==> src/rtl/ctrl_pkg.sv <==
// ctrl_pkg: shared state, instruction-class and encoding constants for alu_ctrl_fsm
package ctrl_pkg;
    typedef enum logic [2:0] {FETCH, DECODE, EXECUTE, WRITEBACK, BRANCH, TRAP} state_t;
    typedef enum logic [2:0] {ADDI, ADD, BEQ, BNE, ILLEGAL} iclass_t;
    localparam logic [6:0] OP_IMM    = 7'b0010011;
    localparam logic [6:0] OP_REG    = 7'b0110011;
    localparam logic [6:0] OP_BRANCH = 7'b1100011;
    localparam logic [2:0] F3_ADD    = 3'b000;
    localparam logic [2:0] F3_BEQ    = 3'b000;
    localparam logic [2:0] F3_BNE    = 3'b001;
    localparam logic [6:0] F7_ADD    = 7'b0000000;
    localparam logic [2:0] ALU_ADD   = 3'b000;
    localparam logic [2:0] ALU_SUB   = 3'b001;
endpackage

==> src/rtl/alu_ctrl_fsm_sign_extend.sv <==
// sign_extend: I-type or B-type immediate extraction with sign extension
module sign_extend #(
    parameter int DATA_WIDTH = 32
) (
    input  logic [31:0]           instr,
    input  logic                  is_branch,
    output logic [DATA_WIDTH-1:0] imm
);
    logic [12:0] b_imm;
    logic        unused;
    assign b_imm  = {instr[31], instr[7], instr[30:25], instr[11:8], 1'b0};
    assign imm    = is_branch ? {{(DATA_WIDTH-13){b_imm[12]}}, b_imm}
                              : {{(DATA_WIDTH-12){instr[31]}}, instr[31:20]};
    assign unused = ^{instr[19:12], instr[6:0]};
endmodule

==> src/rtl/alu_ctrl_fsm.sv <==
// alu_ctrl_fsm: multi-cycle sequencer for addi/add/beq/bne; anything else traps
module alu_ctrl_fsm
    import ctrl_pkg::*;
#(
    parameter int DATA_WIDTH = 32
) (
    input  logic                  clk,
    input  logic                  rst,
    input  logic [31:0]           instr,
    input  logic                  eq,
    output logic                  ir_load,
    output logic [2:0]            alu_ctrl,
    output logic                  alu_src,
    output logic [DATA_WIDTH-1:0] imm_op,
    output logic                  reg_write,
    output logic                  pc_write,
    output logic                  pc_src,
    output logic                  trap,
    output logic [31:0]           retired
);
    state_t                state, next;
    iclass_t               cls, dec;
    logic [31:0]           ir;
    logic [DATA_WIDTH-1:0] ext;
    logic [6:0]            opcode, funct7;
    logic [2:0]            funct3;

    assign opcode = ir[6:0];
    assign funct3 = ir[14:12];
    assign funct7 = ir[31:25];

    always_comb begin
        dec = ILLEGAL;
        if (opcode == OP_IMM && funct3 == F3_ADD) dec = ADDI;
        else if (opcode == OP_REG && funct3 == F3_ADD && funct7 == F7_ADD) dec = ADD;
        else if (opcode == OP_BRANCH && funct3 == F3_BEQ) dec = BEQ;
        else if (opcode == OP_BRANCH && funct3 == F3_BNE) dec = BNE;
    end

    sign_extend #(.DATA_WIDTH(DATA_WIDTH)) u_sext (
        .instr(ir),
        .is_branch(opcode == OP_BRANCH),
        .imm(ext)
    );

    always_ff @(posedge clk) begin
        if (rst) begin
            state   <= FETCH;
            ir      <= '0;
            cls     <= ILLEGAL;
            imm_op  <= '0;
            retired <= '0;
        end else begin
            state <= next;
            if (state == FETCH) ir <= instr;
            if (state == DECODE) begin
                cls    <= dec;
                imm_op <= (dec == ADD) ? '0 : ext;
            end
            if (state == WRITEBACK || state == BRANCH) retired <= retired + 32'd1;
        end
    end

    // Strobes are gated by rst so an abandoned instruction never commits.
    always_comb begin
        next      = state;
        ir_load   = 1'b0;
        alu_ctrl  = ALU_ADD;
        alu_src   = 1'b0;
        reg_write = 1'b0;
        pc_write  = 1'b0;
        pc_src    = 1'b0;
        trap      = 1'b0;
        unique case (state)
            FETCH: begin
                ir_load = !rst;
                next    = DECODE;
            end
            DECODE:
                next = (dec == ILLEGAL) ? TRAP : (dec == BEQ || dec == BNE) ? BRANCH : EXECUTE;
            EXECUTE: begin
                alu_src = (cls == ADDI);
                next    = WRITEBACK;
            end
            WRITEBACK: begin
                alu_src   = (cls == ADDI);
                reg_write = !rst;
                pc_write  = !rst;
                next      = FETCH;
            end
            BRANCH: begin
                alu_ctrl = ALU_SUB;
                pc_write = !rst;
                pc_src   = (cls == BEQ) ? eq : !eq;
                next     = FETCH;
            end
            TRAP:
                trap = 1'b1;
            default:
                next = FETCH;
        endcase
    end
endmodule

==> config.mk <==
export PLATFORM = sky130hd
export DESIGN_NAME = alu_ctrl_fsm
export DESIGN_NICKNAME = d
export VERILOG_FILES = /design/src/rtl/ctrl_pkg.sv /design/src/rtl/alu_ctrl_fsm_sign_extend.sv /design/src/rtl/alu_ctrl_fsm.sv
export SDC_FILE = /design/constraint.sdc
export NUM_CORES = 1
export LEC_CHECK = 0
export ABC_AREA = 1
export BUFFER_PORTS_ARGS = -buffer_cell sky130_fd_sc_hd__buf_2
export CORE_UTILIZATION = 40
export CTS_CLUSTER_SIZE = 24
export DETAILED_ROUTE_END_ITERATION = 16
export PLACE_DENSITY = 0.77
export SYNTH_ARGS = -nofsm -noshare
export SYNTH_HDL_FRONTEND = slang
export SYNTH_SLANG_ARGS = --single-unit
==> constraint.sdc <==
create_clock -name clk -period 1.5 [get_ports clk]
set_clock_uncertainty 0.05 [all_clocks]
set_input_delay 0.15 -clock clk [delete_from_list [all_inputs] [get_ports clk]]
set_output_delay 0.15 -clock clk [all_outputs]
set_load 0.01 [all_outputs]
==> results of run 1 <==
per-layer routing:
| metal | vias up | GRT usage, % | part of all wire [%] |
|---|---|---|---|
| met5 | - | 0 | 0 |
| met4 | 0 | 9.23 | 1.8 |
| met2 | 133 | 36.7 | 50 |
| met1 | 1926 | 25.3 | 43 |
| met3 | 20 | 6.43 | 5.8 |
| li1 | 2216 | - | - |
synthesized netlist by cell type, drive strengths merged:
cell type and number:
nand3 33, nand2 156, nor2 110, o211ai 1
and3 1, xor2 3, a21oi 55, clkbuf 10
conb 1, nand4 4, ha 1, o21a 3
nor3 5, o21ai 53, a31oi 2, inv 60
nor3b 1, dfxtp 78, buf 29, nor4 1
worst paths after layout:
path	cells past startpoint	to	startpoint
setup / recovery	7	ir_load	state[0]
hold / removal	3	ir[12]	instr[12]
setup reg to reg	9	retired[7]	state[2]
hold reg to reg	2	ir[11]	ir[11]
placed cells by master (no fill, tap or decap), types with 2 or more instances in the layout:
master / count
nor2_4: 15
buf_12: 4
dfxtp_1: 56
nor2_1: 67
buf_4: 48
o21a_1: 3
dlygate4sd3_1: 16
nand3_1: 26
inv_6: 3
nand2_2: 8
conb_1: 2
nand3_2: 4
nor3_2: 2
inv_8: 3
buf_6: 6
nand4_1: 3
nor3_1: 3
o21ai_2: 2
nand3_4: 3
inv_1: 54
o21ai_1: 11
o21ai_0: 40
nand2_1: 144
xor2_1: 3
nor2_2: 28
inv_2: 4
buf_2: 99
a31oi_1: 2
dfxtp_4: 5
nand2_4: 3
a21oi_1: 53
dfxtp_2: 17
a21oi_2: 2
clkbuf_8: 9
per-stage QoR:
stage	cells	util, %	hold slack, ps
after floorplan	608	-	200
after global placement	844	49.1	325
after detailed placement	844	49.1	329
after CTS	884	54.3	3.64
after global routing	892	57.5	5.83
final	892	57.5	1.74
worst max-delay path, stage by stage, from the launching register on:
cell     delay, ps
dfxtp_4        370
nor2_4         140
inv_2           70
nor2_4         120
inv_2           70
buf_12         120
nor2_4          70
buf_6          110
sequential cells by signal, indices dropped and copies added (netlist names):
name / cells
imm_op: 13
ir: 27
retired: 32
state: 3
cls: 3
final cells by class:
class | instances | area, sq um
Fill cell | 886 | 4160
Multi-Input combinational cell | 431 | 2230
Sequential cell | 78 | 1600
Timing Repair Buffer | 174 | 1190
Inverter | 60 | 240
Tap cell | 133 | 166
Clock buffer | 9 | 124
Clock inverter | 7 | 68.8
repair_timing:
item                                    4_1_cts  5_1_grt
endpoints found under the setup margin        8       72
cloned                                        1        0
resized for setup                            18      101
hold buffers                                 16        0
buffers inserted                              7        8
pin swaps                                     3       18
hold endpoints to repair                     16        0
power groups by stage:
stage	clock network [W]	logic, W	registers [W]
after floorplan	0	0.000489	0.00236
after global placement	0	0.000691	0.00235
after detailed placement	0	0.000703	0.00235
after CTS	0.00162	0.000831	0.00231
after global routing	0.00170	0.00100	0.00233
final	0.00158	0.000905	0.00231
cells by family after synthesis:
family          count (synthesis)  share of synthesized area, %
compound gates                114                          14.5
xor+xnor                        3                         0.654
fa+ha+maj                       1                         0.311
buf+inv                        99                          11.6
flops                          78                          38.9
other cells                     1                        0.0933
simple gates                  311                          34.0
==> impl_metrics.csv, run 1 <==
group,metric,value,unit
run_status,outcome,"finished, violations left",
run_status,violations,"negative setup slack",
pwr,p_int,0.00327,W
job,maxCapViolations,0,
die,io_pins,108,
yosys,syn_avg_cell_area,6.62,sq um
global_routing,overflow,0,
yosys,synth_seq_cells,78,
die,rows,36,
timing,drv_slew,0,
clock_tree,cts_buffers,9,
die,initial_core_util,41.1,%
global_routing,antenna_found_initial,0,
global_routing,grt_first_pass_wirelength,17600,microns
die,die-area,10400,sq um
place,dp_hpwl,7300,microns
timing,finalWorstSetupSlack,-116,ps
timing,timing.final.hold_violations,0,
pwr,vdd_ir_drop_max,0.585,mV
die,die_w,102,microns
worst_setup_path,rrSetupSlack,-90,ps
global_routing,grtUsageTotal,21.6,%
worst_setup_path,cp_max_fo,3,
pwr,sw_frac_of_total,31.8,%
yosys,synth_top_cell_by_area,"dfxtp_1",
layout,nets,790,
worst_setup_path,critPathCaptureType,"output pin",
timing,fin_crit,1620,ps
route,drt_iter0_markers,136,
layout,drive_gt1_share,36.1,%
place,gp_congestion,0.900,
worst_setup_path,crit_required,1300,ps
layout,design_area,5620,sq um
route,wl_per_cell,12.7,microns
place,post-place-ws,-8.43,ps
route,drc,0,
clock_tree,h-tree-depth,3,
timing,fin_crit_sh,108,%
place,detailed_place.area,4800,sq um
route,ant_nets,0,
worst_setup_path,cp-start-kind,"register",
pwr,seqPwrFrac,48.2,%
place,port_buffers,100,
pwr,power_density,854,nW/um^2
global_routing,grt_pass1_vias,3876,
clock_tree,clkLatencyLatePin,360,ps
global_routing,grt_max_degree,44,
worst_setup_path,crit_arrival,1420,ps
route,via_per_inst,4.82,
worst_setup_path,path_class,"register to output pin",
timing,clock.fmax,619,MHz
yosys,ys_seq_area_share,38.9,%
yosys,syn_inst,607,
route,dr.pass1.iters,4,
timing,grt_setup_unrepaired,"true",
min_path,hp-class,"primary input to register",
clock_tree,clock-sinks,78,
timing,finalSetupViolations,7,
die,die_h,102,microns
pwr,p_leak,2.48,nW
yosys,synthTopCellsByArea,"dfxtp_1 (39%), nand2_1 (14%), nor2_1 (9.2%)",
clock_tree,clkSlewWorstSetupHoldPaths,100,ps
layout,area_growth,39.8,%
clock_tree,tritoncts,"done",
pwr,pwr-share-clk,32.9,%
yosys,yosysTopAreaCellShare,38.9,%
pwr,totalPowerFinal,0.00480,W
pwr,switchingPower,0.00153,W
route,vias,4295,
timing,fin_setup_tns,-363,ps
yosys,yosys.cell_types.count,33,
pwr,share_comb_of_total_power,18.9,%
route,wl,11300,microns
yosys,netlist_area,4020,sq um
yosys,yosysWarnings,0,
layout,n_antenna_cell,0,
die,core_area,9770,sq um
clock_tree,cts_root_buf,"clkbuf_8",
clock_tree,clk_path_buf_depth,2,
Power figures use the tool's default switching activity.
==> inputs of run 2 (changes only) <==
- PLACE_DENSITY: 0.77 -> 0.73
- SLEW_MARGIN: unset -> 15
- SYNTH_HIERARCHICAL: unset -> 1
- clock period: 1.5 -> 1.6 ns (I/O delays scaled with it)
==> run 2 against run 1 <==
The flow finishes with violations (negative hold slack). Design area is 6.3% higher. First-iteration DRC count grew 100%. Setup slack improved by 130 ps. Combinational power grew 38%. Area after synthesis grew 15%. Cell count is 6.5% higher. Power rose by 33%. Core utilization is 3.6 points lower. Non-clock buffer count fell by 13. Clock power is 47% higher. Sequential power rose by 20%. Die area grew 15%. Critical endpoint is now pc_write. Largest cell class unchanged. Largest power group unchanged.
==> impl_metrics.csv, run 2 <==
group,metric,value,unit
layout,layout_common_cells,"nand2_1 (163), nor2_1 (111), buf_2 (99), dfxtp_1 (86), a21oi_1 (58)",
die,initial_core_util,41.8,%
route,drc,0,
die,die-area,12000,sq um
pwr,seqPwrFrac,43.8,%
timing,hold_ws,-9.06,ps
pwr,switchingPower,0.00186,W
yosys,netlist_area,4630,sq um
global_routing,grtUsageTotal,20.0,%
worst_setup_path,crit_chain,"nor2_4 -> nand2_2 -> nand2_4 -> inv_8 -> buf_6 -> nor2_4 -> buf_6",
clock_tree,tritoncts,"done",
job,maxCapViolations,0,
timing,fin_crit_sh,99.2,%
worst_setup_path,max_stage_delay,360,ps
timing,fin_crit,1590,ps
route,wl_per_cell,12.3,microns
layout,drive_gt1_share,25.8,%
yosys,yosysWarnings,6,
worst_setup_path,worst-path-stages,7,
pwr,power_density,1060,nW/um^2
route,vias,4613,
die,core_area,11100,sq um
timing,grt_setup_unrepaired,"true",
worst_setup_path,cp_max_fo,8,
place,gp_congestion,0.819,
layout,nets,841,
clock_tree,clkLatencyLatePin,340,ps
die,die_w,110,microns
worst_setup_path,cp_slowest_cell,"dfxtp_4",
layout,n_antenna_cell,0,
route,drt_iter0_markers,275,
pwr,pwr-share-clk,36.6,%
layout,final_common_cell,"nand2_1",
clock_tree,clkSlewWorstSetupHoldPaths,70,ps
place,dp_hpwl,7790,microns
timing,timing.final.hold_violations,1,
route,ant_nets,0,
clock_tree,h-tree-depth,3,
global_routing,grt_max_degree,50,
worst_setup_path,cp-start-kind,"register",
worst_setup_path,critPathBufInv,3,
global_routing,grt_first_pass_wirelength,18800,microns
global_routing,overflow,0,
die,io_pins,108,
worst_setup_path,crit_arrival,1380,ps
worst_setup_path,r2r_end,"retired[16]",
pwr,vdd_ir_drop_max,0.455,mV
pwr,p_int,0.00450,W
yosys,syn_avg_cell_area,6.74,sq um
layout,area_growth,29.0,%
min_path,hp-class,"primary input to register",
worst_setup_path,path_class,"register to output pin",
worst_setup_path,rr_startpoint,"retired[1]",
yosys,syn_inst,687,
place,post-place-ws,12.6,ps
worst_setup_path,r2r_cells,10,
pwr,p_leak,2.62,nW
clock_tree,cts_buffers,9,
layout,reg_top3,"imm_op: 32 flops, retired: 32 flops, ir: 27 flops",
global_routing,antenna_found_initial,0,
global_routing,grt_pass1_vias,3938,
route,via_per_inst,4.86,
run_status,outcome,"finished, violations left",
die,die_h,110,microns
clock_tree,clk_path_buf_depth,2,
layout,design_area,5970,sq um
timing,finalWorstSetupSlack,13.5,ps
place,port_buffers,100,
worst_setup_path,crit_required,1390,ps
clock_tree,cts_root_buf,"clkbuf_16",
worst_setup_path,cp_top_family,"simple AND/OR/NAND/NOR gates",
route,wl,11700,microns
worst_setup_path,rrSetupSlack,60,ps
die,rows,38,
clock_tree,clock-sinks,97,
worst_setup_path,critPathLaunch,"state[1]",
timing,finalSetupViolations,0,
worst_setup_path,critPathCaptureType,"output pin",
timing,clock.fmax,630,MHz
worst_setup_path,crit_path_end,"pc_write",
pwr,share_comb_of_total_power,19.6,%
timing,drv_slew,0,
pwr,sw_frac_of_total,29.3,%
route,dr.pass1.iters,4,
place,detailed_place.area,5240,sq um
run_status,violations,"negative hold slack",
==> run 2: worst min path at each step <==
| stage | end | cells past startpoint | start | slack (ps) |
|---|---|---|---|---|
| after CTS | ir[21] | 3 | instr[21] | 1 |
| final | ir[25] | 3 | instr[25] | -9 |
| after floorplan | ir[25] | 2 | instr[25] | 240 |
| after detailed placement | ir[3] | 3 | instr[3] | 340 |
| after global placement | ir[3] | 3 | instr[3] | 330 |
| after global routing | ir[21] | 3 | instr[21] | 10 |
==> run 2: layout make-up <==
cell class	count	area, sq um
Fill cell	1113	5100
Multi-Input combinational cell	484	2260
Sequential cell	97	1960
Timing Repair Buffer	161	1030
Clock buffer	12	267
Inverter	51	209
Tap cell	140	175
Clock inverter	4	56.3
Timing Repair inverter	1	6.26
==> run 2: layer usage <==
layer  wire length (microns)  track usage, %  vias to the layer above  share of wire, %
met3                     508            3.14                       21               4.3
met5                       0               0                        -                 0
met2                    5140            29.2                       97                44
li1                        -               -                     2407                 -
met4                     259            8.95                        0               2.2
met1                    5800            28.8                     2088                50
==> run 2: metrics by stage <==
stage               hold slack (ps)  power (W)  util [%]  TNS (ps)  instances
global placement                333    0.00388      47.3         0        905
floorplan                       245    0.00369         -         0        688
CTS                            1.15    0.00634      52.7         0        945
global route                   12.8    0.00669      53.9      -322        950
detailed placement              336    0.00390      47.3         0        905
finish                        -9.06    0.00636      53.9         0        950
==> run 2: timing repair <==
| item | CTS | global route |
|---|---|---|
| hold buffers | 17 | 0 |
| setup buffers | 6 | 6 |
| gates resized for setup | 20 | 31 |
| endpoints found under the hold margin | 17 | 0 |
| gates cloned | 1 | 0 |
| pin swaps | 5 | 11 |
| setup endpoints to repair | 3 | 75 |
==> run 2: worst register-to-register path, delay by kind of cell (launching register included) <==
family	cells	cell delay, ps
adder cells (fa/ha/maj)	1	160
AND/OR/NAND/NOR	9	880
flip-flops	1	360
==> run 2: power groups by stage <==
stage / Sequential (W) / Combinational [W] / Clock, W
finish: 0.00278 / 0.00125 / 0.00233
global route: 0.00281 / 0.00140 / 0.00247
CTS: 0.00278 / 0.00119 / 0.00237
detailed placement: 0.00283 / 0.00107 / 0
global placement: 0.00282 / 0.00105 / 0
floorplan: 0.00287 / 0.000818 / 0
==> inputs of run 3 (changes only) <==
--- a/config.mk
+++ b/config.mk
@@ -9,2 +9,3 @@
 export BUFFER_PORTS_ARGS = -buffer_cell sky130_fd_sc_hd__buf_2
+export CAP_MARGIN = 0
 export CORE_UTILIZATION = 40
==> constraint.sdc (replaced) <==
create_clock -name clk -period 1.6 [get_ports clk]
set_clock_uncertainty 0.05 [all_clocks]
set_input_delay 0.24 -clock clk [delete_from_list [all_inputs] [get_ports clk]]
set_output_delay 0.24 -clock clk [all_outputs]
set_load 0.01 [all_outputs]
==> run 3 against run 2 <==
Flip-flop and latch count stayed put. Register-to-register slack hardly changed. Die area stayed put. Largest power group unchanged. Wire length is 1.4% lower. Via count is 3.4% lower. Global-route usage hardly changed. The flow now finishes without violations.
==> impl_metrics.csv, run 3 (synthesis gave the netlist of run 2 again) <==
group,metric,value,unit
die,rows,38,
worst_setup_path,critPathMostFrequentCell,"nor2_4",
place,gp_congestion,0.867,
place,post-place-ws,16.3,ps
timing,grt_setup_unrepaired,"true",
clock_tree,clk_path_buf_depth,2,
route,vias,4458,
die,die_h,110,microns
die,die-area,12000,sq um
route,drc,0,
layout,n_antenna_cell,0,
worst_setup_path,critPathBufInv,3,
worst_setup_path,cp-start-kind,"register",
pwr,totalPowerFinal,0.00624,W
run_status,outcome,"finished clean",
route,drt_iter0_markers,314,
pwr,power_density,1070,nW/um^2
pwr,p_leak,2.53,nW
clock_tree,h-tree-depth,3,
timing,finalWorstSetupSlack,42.3,ps
pwr,vdd_ir_drop_max,0.650,mV
job,maxCapViolations,0,
die,io_pins,108,
clock_tree,hold_buffers,0,
global_routing,busiest_layer,"met2",
worst_setup_path,rrSetupSlack,70,ps
die,die_w,110,microns
clock_tree,clkSlewWorstSetupHoldPaths,70,ps
timing,hold_ws,55.2,ps
clock_tree,clkLatencyLatePin,350,ps
timing,fin_crit_sh,97.4,%
route,wl,11500,microns
worst_setup_path,cp_top_family,"simple AND/OR/NAND/NOR gates",
worst_setup_path,cp_slowest_cell,"dfxtp_4",
layout,drive_gt1_share,27.1,%
route,dr.pass1.iters,4,
min_path,hp-class,"primary input to register",
layout,nets,818,
global_routing,grt_pass1_vias,3873,
global_routing,antenna_found_initial,0,
global_routing,grtUsageTotal,20.0,%
global_routing,gr-usage-met3,3.62,%
clock_tree,cts_root_buf,"clkbuf_16",
worst_setup_path,crit_chain,"nor2_4 -> inv_2 -> nor2_4 -> inv_8 -> nor2_4 -> buf_6",
global_routing,overflow,0,
global_routing,grt_first_pass_wirelength,18500,microns
worst_setup_path,crit_required,1310,ps
die,core_area,11100,sq um
worst_setup_path,critPathCaptureType,"output pin",
layout,layout_common_cells,"nand2_1 (160), nor2_1 (108), buf_2 (98), dfxtp_1 (85), a21oi_1 (58)",
timing,clock.fmax,642,MHz
worst_setup_path,path_class,"register to output pin",
timing,drv_slew,0,
worst_setup_path,max_stage_delay,360,ps
die,initial_core_util,41.8,%
route,via_per_inst,4.81,
timing,finalSetupViolations,0,
global_routing,use_met1,28.6,%
worst_setup_path,cp_max_fo,4,
layout,reg_top3,"imm_op: 32 flops, retired: 32 flops, ir: 27 flops",
place,dp.cells,905,
layout,fillCellCount,1122,
layout,finalNonFillerCells,927,
global_routing,grt_max_degree,50,
route,ant_nets,0,
global_routing,grt_use_met2,28.8,%
clock_tree,cts_buffers,9,
layout,final_common_cell,"nand2_1",
timing,timing.final.hold_violations,0,
timing,fin_crit,1560,ps
clock_tree,clock-sinks,97,
worst_setup_path,crit_arrival,1270,ps
clock_tree,tritoncts,"done",
layout,area_growth,25.6,%
place,port_buffers,100,
place,dp_hpwl,7900,microns
route,wl_per_cell,12.4,microns
-- run 3: cell count changes in the layout (fill, tap and decap cells not counted), moves of 3 or more --
cell | before | now
nand2_1 | 163 | 160
nand2_2 | 3 | 7
dlygate4sd3_1 | 17 | 0
nor2_1 | 111 | 108
buf_4 | 39 | 32
buf_12 | 1 | 4
-- run 3: worst paths after layout --
check | startpoint | to | depth (start not counted)
worst max register to register | state[0] | retired[24] | 10
worst min-delay path | instr[5] | ir[5] | 3
worst min register to register | imm_op[23] | imm_op[23] | 2
worst max-delay path | state[0] | ir_load | 6
-- run 3: what timing repair did --
action / in CTS / in global routing
gates resized for setup: 19 / 46
endpoints found under the setup margin: 5 / 60
cloned: 1 / 0
pin swaps: 4 / 11
buffers inserted: 5 / 1
-- run 3: power by group --
part | total [W] | switching [W] | internal, W
registers | 0.00279 | 0.000141 | 0.00265
clock network | 0.00224 | 0.000965 | 0.00127
logic | 0.00121 | 0.000747 | 0.000462
-- run 3: worst min-delay path: stages --
cell and delay, ps:
buf_2 70, nor2_1 30, nor2_1 80
-- run 3: final cells by class --
type / instances / area [sq um] / area share [%]
well taps: 140 / 175 / 3.01
clock buffers: 11 / 243 / 4.17
multi-input cells: 484 / 2300 / 39.5
clock inverters: 5 / 61.3 / 1.05
flip-flops and latches: 97 / 1960 / 33.8
inverters: 51 / 211 / 3.64
repair buffers: 138 / 856 / 14.7
repair inverters: 1 / 6.26 / 0.108
-- run 3: routing by layer --
layer | part of all wire, % | up-vias
met1 | 50 | 1994
met2 | 44 | 91
li1 | - | 2357
met4 | 2.0 | 0
met5 | 0 | -
met3 | 4.0 | 16
-- run 3: per-stage QoR --
step	area, sq um	util [%]	setup TNS, ps
2_1_floorplan	4630	-	0
3_3_place_gp	5250	47.4	0
3_5_place_dp	5250	47.4	0
4_1_cts	5660	51.1	-15.3
5_1_grt	5820	52.5	-252
6_report	5820	52.5	0
